File: src/rtl/reg_bus_master_if.sv
// rtl/reg_bus_master_if.sv - command, response and register-bus signals of reg_bus_master
interface reg_bus_master_if #(
   parameter int ADDR_W = 8,
   parameter int DATA_W = 8
) ();
   logic              cmd_valid;
   logic              cmd_ready;
   logic [1:0]        cmd_op;
   logic [ADDR_W-1:0] cmd_addr;
   logic [DATA_W-1:0] cmd_data;
   logic [DATA_W-1:0] cmd_mask;
   logic              rsp_valid;
   logic              rsp_ready;
   logic [DATA_W-1:0] rsp_data;
   logic              rsp_err;
   logic              busy;
   logic              req;
   logic              wr_en;
   logic [ADDR_W-1:0] addr;
   logic [DATA_W-1:0] wr_data;
   logic [DATA_W-1:0] rd_data;

   modport master (
      input  cmd_valid, cmd_op, cmd_addr, cmd_data, cmd_mask, rsp_ready, rd_data,
      output cmd_ready, rsp_valid, rsp_data, rsp_err, busy, req, wr_en, addr, wr_data
   );

   modport slave (
      output cmd_valid, cmd_op, cmd_addr, cmd_data, cmd_mask, rsp_ready, rd_data,
      input  cmd_ready, rsp_valid, rsp_data, rsp_err, busy, req, wr_en, addr, wr_data
   );
endinterface

File: src/rtl/reg_bus_master.sv
// rtl/reg_bus_master.sv - single-outstanding write/read/poll initiator for the register bus
module reg_bus_master #(
   parameter int ADDR_W   = 8,
   parameter int DATA_W   = 8,
   parameter int POLL_GAP = 4,
   parameter int POLL_MAX = 16
) (
   input  logic              clk,
   input  logic              rst_n,
   reg_bus_master_if.master  bus
);
   localparam int CNT_W = $clog2(POLL_MAX + 1);
   localparam int GAP_W = (POLL_GAP > 1) ? $clog2(POLL_GAP) : 1;

   localparam logic [1:0] OP_WRITE = 2'b00;
   localparam logic [1:0] OP_POLL  = 2'b10;
   localparam logic [1:0] OP_RSVD  = 2'b11;

   typedef enum logic [1:0] {S_IDLE, S_ACCESS, S_WAIT, S_RESP} state_t;

   state_t            r_state;
   state_t            w_next;
   logic [1:0]        r_op;
   logic [ADDR_W-1:0] r_addr;
   logic [DATA_W-1:0] r_data;
   logic [DATA_W-1:0] r_mask;
   logic [DATA_W-1:0] r_rsp_data;
   logic              r_rsp_err;
   logic [CNT_W-1:0]  r_cnt;
   logic [GAP_W-1:0]  r_gap;
   logic [CNT_W-1:0]  w_cnt_inc;
   logic              w_match;
   logic              w_accept;

   // Saturating count of reads issued by the current command.
   assign w_cnt_inc = (r_cnt == CNT_W'(POLL_MAX)) ? r_cnt : r_cnt + 1'b1;
   assign w_match   = ((bus.rd_data & r_mask) == (r_data & r_mask));
   assign w_accept  = (r_state == S_IDLE) && bus.cmd_valid;

   always_ff @(posedge clk or negedge rst_n) begin
      if (!rst_n) r_state <= S_IDLE;
      else        r_state <= w_next;
   end

   always_comb begin
      w_next        = r_state;
      bus.cmd_ready = 1'b0;
      bus.busy      = 1'b1;
      bus.req       = 1'b0;
      bus.wr_en     = 1'b0;
      bus.rsp_valid = 1'b0;
      bus.addr      = r_addr;
      bus.wr_data   = r_data;
      bus.rsp_data  = r_rsp_data;
      bus.rsp_err   = r_rsp_err;
      case (r_state)
         S_IDLE: begin
            bus.cmd_ready = 1'b1;
            bus.busy      = 1'b0;
            if (bus.cmd_valid) w_next = (bus.cmd_op == OP_RSVD) ? S_RESP : S_ACCESS;
         end
         S_ACCESS: begin
            bus.req   = 1'b1;
            bus.wr_en = (r_op == OP_WRITE);
            if (r_op == OP_POLL && !w_match && w_cnt_inc != CNT_W'(POLL_MAX)) w_next = S_WAIT;
            else                                                              w_next = S_RESP;
         end
         S_WAIT: begin
            if (r_gap == GAP_W'(POLL_GAP - 1)) w_next = S_ACCESS;
         end
         S_RESP: begin
            bus.rsp_valid = 1'b1;
            if (bus.rsp_ready) w_next = S_IDLE;
         end
         default: w_next = S_IDLE;
      endcase
   end

   always_ff @(posedge clk or negedge rst_n) begin
      if (!rst_n) begin
         r_op       <= 2'b00;
         r_addr     <= '0;
         r_data     <= '0;
         r_mask     <= '0;
         r_rsp_data <= '0;
         r_rsp_err  <= 1'b0;
         r_cnt      <= '0;
         r_gap      <= '0;
      end else begin
         if (w_accept) begin
            r_op   <= bus.cmd_op;
            r_addr <= bus.cmd_addr;
            r_data <= bus.cmd_data;
            r_mask <= bus.cmd_mask;
            r_cnt  <= '0;
            if (bus.cmd_op == OP_RSVD) begin
               r_rsp_data <= '0;
               r_rsp_err  <= 1'b1;
            end
         end
         if (r_state == S_ACCESS) begin
            // A poll that reaches RESP without a match is by construction a timeout.
            r_cnt      <= w_cnt_inc;
            r_gap      <= '0;
            r_rsp_data <= (r_op == OP_WRITE) ? '0 : bus.rd_data;
            r_rsp_err  <= (r_op == OP_POLL) && !w_match;
         end
         if (r_state == S_WAIT) r_gap <= r_gap + 1'b1;
      end
   end
endmodule

File: src/flat_wrapper.sv
// flat-port wrapper written by rule: the top's interface ports become plain ports
module reg_bus_master_flat 
#(
   parameter int ADDR_W   = 8,
   parameter int DATA_W   = 8,
   parameter int POLL_GAP = 4,
   parameter int POLL_MAX = 16
)
  (clk, rst_n, bus_cmd_valid, bus_cmd_op, bus_cmd_addr, bus_cmd_data, bus_cmd_mask, bus_rsp_ready, bus_rd_data, bus_cmd_ready, bus_rsp_valid, bus_rsp_data, bus_rsp_err, bus_busy, bus_req, bus_wr_en, bus_addr, bus_wr_data);
  reg_bus_master_if #(.ADDR_W(ADDR_W), .DATA_W(DATA_W)) bus_i ();
  input  logic clk;
  input  logic rst_n;
  input wire logic [$bits(bus_i.cmd_valid)-1:0] bus_cmd_valid;
  input wire logic [$bits(bus_i.cmd_op)-1:0] bus_cmd_op;
  input wire logic [$bits(bus_i.cmd_addr)-1:0] bus_cmd_addr;
  input wire logic [$bits(bus_i.cmd_data)-1:0] bus_cmd_data;
  input wire logic [$bits(bus_i.cmd_mask)-1:0] bus_cmd_mask;
  input wire logic [$bits(bus_i.rsp_ready)-1:0] bus_rsp_ready;
  input wire logic [$bits(bus_i.rd_data)-1:0] bus_rd_data;
  output wire logic [$bits(bus_i.cmd_ready)-1:0] bus_cmd_ready;
  output wire logic [$bits(bus_i.rsp_valid)-1:0] bus_rsp_valid;
  output wire logic [$bits(bus_i.rsp_data)-1:0] bus_rsp_data;
  output wire logic [$bits(bus_i.rsp_err)-1:0] bus_rsp_err;
  output wire logic [$bits(bus_i.busy)-1:0] bus_busy;
  output wire logic [$bits(bus_i.req)-1:0] bus_req;
  output wire logic [$bits(bus_i.wr_en)-1:0] bus_wr_en;
  output wire logic [$bits(bus_i.addr)-1:0] bus_addr;
  output wire logic [$bits(bus_i.wr_data)-1:0] bus_wr_data;
  assign bus_i.cmd_valid = bus_cmd_valid;
  assign bus_i.cmd_op = bus_cmd_op;
  assign bus_i.cmd_addr = bus_cmd_addr;
  assign bus_i.cmd_data = bus_cmd_data;
  assign bus_i.cmd_mask = bus_cmd_mask;
  assign bus_i.rsp_ready = bus_rsp_ready;
  assign bus_i.rd_data = bus_rd_data;
  assign bus_cmd_ready = bus_i.cmd_ready;
  assign bus_rsp_valid = bus_i.rsp_valid;
  assign bus_rsp_data = bus_i.rsp_data;
  assign bus_rsp_err = bus_i.rsp_err;
  assign bus_busy = bus_i.busy;
  assign bus_req = bus_i.req;
  assign bus_wr_en = bus_i.wr_en;
  assign bus_addr = bus_i.addr;
  assign bus_wr_data = bus_i.wr_data;
  reg_bus_master #(.ADDR_W(ADDR_W), .DATA_W(DATA_W), .POLL_GAP(POLL_GAP), .POLL_MAX(POLL_MAX)) u_core (.clk(clk), .rst_n(rst_n), .bus(bus_i));
endmodule
File: config.mk
export PLATFORM = sky130hd
export DESIGN_NAME = reg_bus_master_flat
export DESIGN_NICKNAME = d
export VERILOG_FILES = /design/src/rtl/reg_bus_master_if.sv /design/src/rtl/reg_bus_master.sv /design/src/flat_wrapper.sv
export SDC_FILE = /design/constraint.sdc
export NUM_CORES = 1
export LEC_CHECK = 0
export CORE_ASPECT_RATIO = 0.75
export CORE_MARGIN = 3
export CORE_UTILIZATION = 45
export CTS_CLUSTER_DIAMETER = 150
export CTS_CLUSTER_SIZE = 10
export DETAILED_ROUTE_END_ITERATION = 10
export GPL_ROUTABILITY_DRIVEN = 1
export PLACE_DENSITY = 0.88
export SYNTH_ARGS = -nofsm -noshare
export SYNTH_HDL_FRONTEND = slang
export SYNTH_SLANG_ARGS = --single-unit
export TNS_END_PERCENT = 30
File: constraint.sdc
create_clock -name clk -period 2.1 [get_ports clk]
set_clock_uncertainty 0.15 [all_clocks]
set_input_delay 0.315 -clock clk [delete_from_list [all_inputs] [get_ports clk]]
set_output_delay 0.315 -clock clk [all_outputs]
set_load 0.05 [all_outputs]
==> results.md, run 1 <==
- CP startpoint: u_core.bus.wr_data[1]
- Synth area leaders: dfrtp_1, mux2_2, ha_1
- Antenna-violating nets left: 0
- Register area share after synthesis: 0.543
- Die ar.: 0.00536 mm2
- Rows: 20
- Vias in the first global route: 1573
- Setup TNS Final: 0 ns
- Final setup fails: 0
- Relative slew slack: 0.640
- Critical path depth: 1
- Critical path startpoint category: flip-flop
- Worst R2R Path Depth: 7
- Post-Place Cells: 284
- Adder-cell share of the synthesized area: 0.0432
- Mapped Nets: 206
- Critical Path End Type: output pin
- CTS H-tree lvls: 2
- Post-DP HPWL: 3.44 mm
- CP max FO: 3
- Status: finished clean
- Initial detailed-routing violation count: 35
- Clk buf depth: 2
- Global-route wire length before repair: 7.37 mm
- Final Util: 0.713
- Clock Latency Late Sink: 0.30 ns
- Fmax: 503 MHz
- Initial antenna violation count: 0
- Detailed-route wire length: 4.53 mm
- R2R setup slack: 0.23 ns
- IO Port Bufs: 67
- Max incr delay on CP: 0.82 ns
- # DRC: 0
- Pwr Density: 1780 mW/mm2
- GPL Wtd Cong: 0.742
- Cell with the most instances after synthesis: dfrtp_1
- Min-delay src: u_core.bus.addr[4]
- GRT Resource Usage Total: 0.176
- Crit-path cells: clkdlybuf4s50_1
- Core region area: 0.00420 mm2
- Routed len/inst: 15.4 um
- Gr ovfl total: 0
- Clk root buf: clkbuf_8
- Number of diodes: 0
- Synth Instances: 161
- Post-synthesis async set-or-reset flop share: 1.00
- Cell class contributing the biggest share of worst-path delay: buffers and inverters
- Post-synthesis mux area share: 0.144
- Layout cell share with drive strength beyond 1: 0.238
- Reg2Reg Launch Point: u_core.r_state[0]
- Flops & latches, synth: 44
- Yosys warning count: 0
- Chip Width: 83.5 um
- Post-Synth XOR/XNOR Area: 0.0475
- Worst Tran Pin Value: 0.539 ns
- RSZ-0062 raised after global routing: false
- Tightest Hold Check Type: reg -> reg
- Req. time, crit path: 1.63 ns
- Synth area leader: dfrtp_1
- Via count: 1527
- Max-slew violation count: 0
- Dominant synthesized flop cell: dfrtp_1
- Syn-to-layout area delta: 47.8%
- Top post-synthesis cells by count: dfrtp_1, mux2_2, inv_1, o21ai_0, xor2_1
- Post-route insts no fill: 294
- Crit Path Category: reg -> out
- Clock transition at the registers of the reported paths: 0.08 ns
- Detailed Routing Iterations Pass 1: 4
- Worst r2r dst: u_core.r_state[0]
- Part of the cycle the worst path needs: 0.948
- IO Count: 68
- Peak supply drop: 1.01 mV
- CP Capture Point: bus_wr_data[1]
- Routed vias/inst: 5.19
- Post-synth EDFFs: 0
- Syn avg cell area: 12.6 um2
- CP Buf/Inv Count: 1
- Largest net degree at the start of global routing: 29
- Data arrival, critical path: 1.52 ns
- Crit path max-delay cell type: clkdlybuf4s50_1
- Layout net count: 283
- CTS Buf Count: 5
- Die H: 64.2 um
- Starting Density: 0.483
- Max-Cap Viols: 0
- CTS tree: built
- Simple-gate share of the synthesized area: 0.0746
- Lkg Pwr: 1.29 nW
- Total clock sinks: 44
- Mapped Area: 0.00203 mm2
- Min Clock Period, post-route: 1.99 ns
- Share of the synthesized area in the top cell type: 0.543
- Compound-Gate Fraction of Synth Area: 0.118
- Fin. Hold Viols: 0
- Post-synth cell types: 30
- Main combinational cell family by area after synthesis: multiplexers
==> worst min-delay path by stage <==
stage / endpoint / slack, ns / depth (start not counted)
floorplan: u_core.bus.addr[0] / -0.13 / 0
global placement: u_core.r_cnt[0] / 0.15 / 1
detailed placement: u_core.r_cnt[0] / 0.15 / 1
CTS: u_core.bus.addr[4] / 0.35 / 1
global route: u_core.bus.addr[7] / 0.38 / 1
finish: u_core.bus.addr[4] / 0.35 / 1
==> cell usage in the layout, fill, tap and decap left out, types with 2 or more instances in the layout <==
| cell type | n |
|---|---|
| clkdlybuf4s50_1 | 61 |
| dfrtp_1 | 43 |
| mux2_2 | 24 |
| inv_1 | 9 |
| xor2_1 | 9 |
| o21ai_0 | 9 |
| nand3_1 | 8 |
| nand2_1 | 8 |
| a22o_1 | 7 |
| nor2_1 | 5 |
| ha_1 | 5 |
| clkbuf_8 | 5 |
| buf_12 | 5 |
| buf_4 | 5 |
| a21oi_1 | 4 |
| clkinvlp_4 | 2 |
| mux2_1 | 2 |
| xnor2_1 | 2 |
| a22oi_2 | 2 |
| a22oi_1 | 2 |
| ha_4 | 2 |
==> routing by layer <==
| layer | vias up | track usage | wire length (um) |
|---|---|---|---|
| met1 | 732 | 0.225 | 2000 |
| met2 | 58 | 0.277 | 2110 |
| met3 | 10 | 0.0528 | 320 |
| met4 | 0 | 0.0783 | 102 |
| met5 | - | 0 | 0 |
| li1 | 727 | - | - |
==> final cells by class <==
type	instances	area, um2
sequential	44	1100
timing repair buffer	73	763
clock buffer	6	72.6
multi-input combinational	102	905
inverter	12	52.6
fill	295	1200
clock inverter	2	35.0
tap	55	68.8
==> worst reg2reg max path, cell delays in order, from the launching register on <==
cell and delay [ns]:
dfrtp_2 0.46, inv_1 0.15, ha_4 0.24, clkinvlp_4 0.16, o22ai_1 0.20, a21oi_1 0.10, a21oi_1 0.20, o22ai_2 0.09
==> sequential cells by signal, indices dropped and copies added (netlist names) <==
name,flops
u_core.r_state,2
u_core.bus.rsp_err,1
u_core.r_cnt,5
u_core.r_mask,8
u_core.bus.rsp_data,8
u_core.bus.addr,8
u_core.bus.wr_data,8
u_core.r_gap,2
u_core.r_op,2
==> power breakdown <==
part           switching [mW]  leakage [nW]  total [mW]  internal [mW]
sequential              0.317         0.537        1.57           1.25
clock                   0.282        0.0552       0.635          0.353
combinational            1.82         0.694        3.15           1.32
==> through the flow <==
step                      hold slack (ns)  setup slack [ns]  instance area (um2)  power [mW]
after floorplan                    -0.131           -0.0809                 2070        3.63
after global placement              0.151             0.146                 2870        4.63
after detailed placement            0.149            0.0992                 2870        4.73
after CTS                           0.353           0.00542                 2990        5.38
after global routing                0.378            0.0472                 3000        5.64
final                               0.348             0.110                 3000        5.35
==> logic make-up (layout without fill, tap and decap cells) <==
family / after synthesis / after routing
and+or+nand+nor: 27 / 27
adders and majority gates: 7 / 7
muxes: 26 / 26
AOI/OAI and AO/OA: 31 / 31
DFF: 44 / 44
buffers and inverters: 15 / 93
xor gates and xnor gates: 11 / 11
==> what timing repair did <==
item                                    4_1_cts  5_1_grt
hold buffers                                  1        0
endpoints found under the hold margin        20        0
resized for setup                             1        2
buffers inserted                              0        1
endpoints found under the setup margin        1        1
Note: power is estimated with default switching activity, not from simulation.
==> run 2, diff against run 1 <==
Settings changed: CORE_MARGIN 3 to 2.
==> results.md, run 2 (synthesis results as in run 1) <==
- Status: finished clean
- Met3 routed WL: 336 um
- # fillers: 331
- Crit-path cells: inv_1 -> ha_4 -> clkinvlp_4 -> buf_12
- Rows: 21
- Worst r2r dst: u_core.r_state[0]
- Number of diodes: 0
- Tightest Hold Check Type: in -> async
- Initial detailed-routing violation count: 82
- Chip Width: 81.5 um
- Highest metal used: met4
- Antenna-violating nets left: 0
- Clk buf depth: 2
- CP max FO: 7
- Crit Path Category: reg -> out
- Worst Tran Pin Value: 0.531 ns
- Die ar.: 0.00507 mm2
- IO Port Bufs: 67
- Detailed-route wire length: 4.49 mm
- Cell class contributing the biggest share of worst-path delay: buffers and inverters
- Gr ovfl total: 0
- Peak supply drop: 1.09 mV
- Core region area: 0.00439 mm2
- Pwr Density: 1780 mW/mm2
- Syn-to-layout area delta: 48.1%
- Crit path max-delay cell type: dfrtp_1
- Data arrival, critical path: 1.52 ns
- Psw: 2.43 mW
- Max incr delay on CP: 0.49 ns
- Sequential share of power: 0.294
- Initial antenna violation count: 0
- Fmax: 505 MHz
- Layout cell share with drive strength beyond 1: 0.238
- Global-route wire length before repair: 7.31 mm
- Critical path depth: 4
- Clk pwr share: 0.118
- Most common cell after layout, fill and taps aside: clkdlybuf4s50_1
- GPL Wtd Cong: 0.751
- Comb pwr share: 0.588
- M1 WL: 1.98 mm
- Clk root buf: clkbuf_8
- Detailed Routing Iterations Pass 1: 4
- CTS H-tree lvls: 2
- Reg2Reg Launch Point: u_core.r_state[0]
- Routed vias/inst: 5.19
- CTS Buf Count: 5
- Starting Density: 0.463
- Routed len/inst: 15.1 um
- Largest net degree at the start of global routing: 29
- Max-slew violation count: 0
- Highest-count cells in the layout ignoring fill and taps: clkdlybuf4s50_1, dfrtp_1, mux2_2
- # DRC: 0
- CTS tree: built
- Switching share of power: 0.452
- CP Buf/Inv Count: 3
- Fin. Hold Viols: 0
- Critical Path End Type: output pin
- GRT Resource Usage Total: 0.191
- Via count: 1540
- Worst R2R Path Depth: 7
- Relative slew slack: 0.646
- Setup TNS Final: 0 ns
- Final setup fails: 0
- Clock transition at the registers of the reported paths: 0.08 ns
- RSZ-0062 raised after global routing: false
- WHS: 0.349 ns
- Min Clock Period, post-route: 1.98 ns
- R2R setup slack: 0.13 ns
- Lkg Pwr: 1.30 nW
- Die H: 62.2 um
- Max-Cap Viols: 0
- Total clock sinks: 44
- Internal power: 2.94 mW
- Req. time, crit path: 1.63 ns
- Vias in the first global route: 1492
- Post-DP HPWL: 3.35 mm
- IO Count: 68
- Critical path startpoint category: flip-flop
- Layout net count: 284
- WL met2: 2.14 mm
- Part of the cycle the worst path needs: 0.943
- Clock Latency Late Sink: 0.30 ns
run 2: cell types whose count changed in the layout (fill, tap and decap cells not counted), sizes merged:
cell	delta
buf	+1
clkinv	+1
clkinvlp	-1
run 2: layer usage:
| layer | GRT usage | vias up |
|---|---|---|
| li1 | - | 732 |
| met3 | 0.0654 | 4 |
| met2 | 0.297 | 51 |
| met1 | 0.259 | 753 |
| met5 | 0 | - |
| met4 | 0.0445 | 0 |
run 2: metrics by stage:
step / util / std cells / area (um2) / total power, mW / setup slack (ns)
finish: 0.685 / 297 / 3010 / 5.36 / 0.120
global route: 0.685 / 297 / 3010 / 5.68 / 0.0347
CTS: 0.681 / 295 / 2990 / 5.36 / 0.00979
detailed placement: 0.654 / 286 / 2870 / 4.71 / 0.130
global placement: 0.654 / 286 / 2870 / 4.63 / 0.191
floorplan: - / 161 / 2070 / 3.63 / -0.0809
run 2: worst max path at each step:
stage                            startpoint                end  slack, ns
after CTS                 u_core.r_state[1]          bus_wr_en       0.01
after detailed placement     bus_rd_data[7]  u_core.r_state[0]       0.13
after global routing      u_core.r_state[0]  u_core.r_state[0]       0.03
after global placement       bus_rd_data[2]  u_core.r_state[0]       0.19
after floorplan           u_core.r_state[1]          bus_wr_en      -0.08
final                     u_core.r_state[0]           bus_busy       0.12
run 2: worst reg2reg max path: stages, from the launching register on:
cell and delay [ns]:
dfrtp_1 0.51, inv_1 0.15, ha_4 0.23, clkinvlp_4 0.12
o22ai_1 0.10, a21oi_1 0.27, o2111a_1 0.25, o22ai_2 0.07
run 2: what timing repair did:
| item | 4_1_cts | 5_1_grt |
|---|---|---|
| hold buffers | 1 | 0 |
| gates cloned | 0 | 0 |
| endpoints found under the hold margin | 19 | 0 |
| buffers inserted | 0 | 2 |
| setup endpoints to repair | 1 | 1 |
| resized for setup | 2 | 0 |
run 2: power groups by stage:
stage / Clock, mW / Combinational [mW] / Sequential, mW
floorplan: 0 / 1.29 / 2.34
global placement: 0 / 3.07 / 1.56
detailed placement: 0 / 3.12 / 1.59
CTS: 0.642 / 3.14 / 1.58
global route: 0.685 / 3.37 / 1.62
finish: 0.632 / 3.16 / 1.58
run 2: layout make-up:
class | instances | area [um2] | area share
flip-flops and latches | 44 | 1100 | 0.366
multi-input cells | 102 | 905 | 0.301
repair buffers | 74 | 771 | 0.256
clock buffers | 6 | 72.6 | 0.0241
well taps | 57 | 71.3 | 0.0237
inverters | 12 | 50.0 | 0.0167
clock inverters | 2 | 35.0 | 0.0117
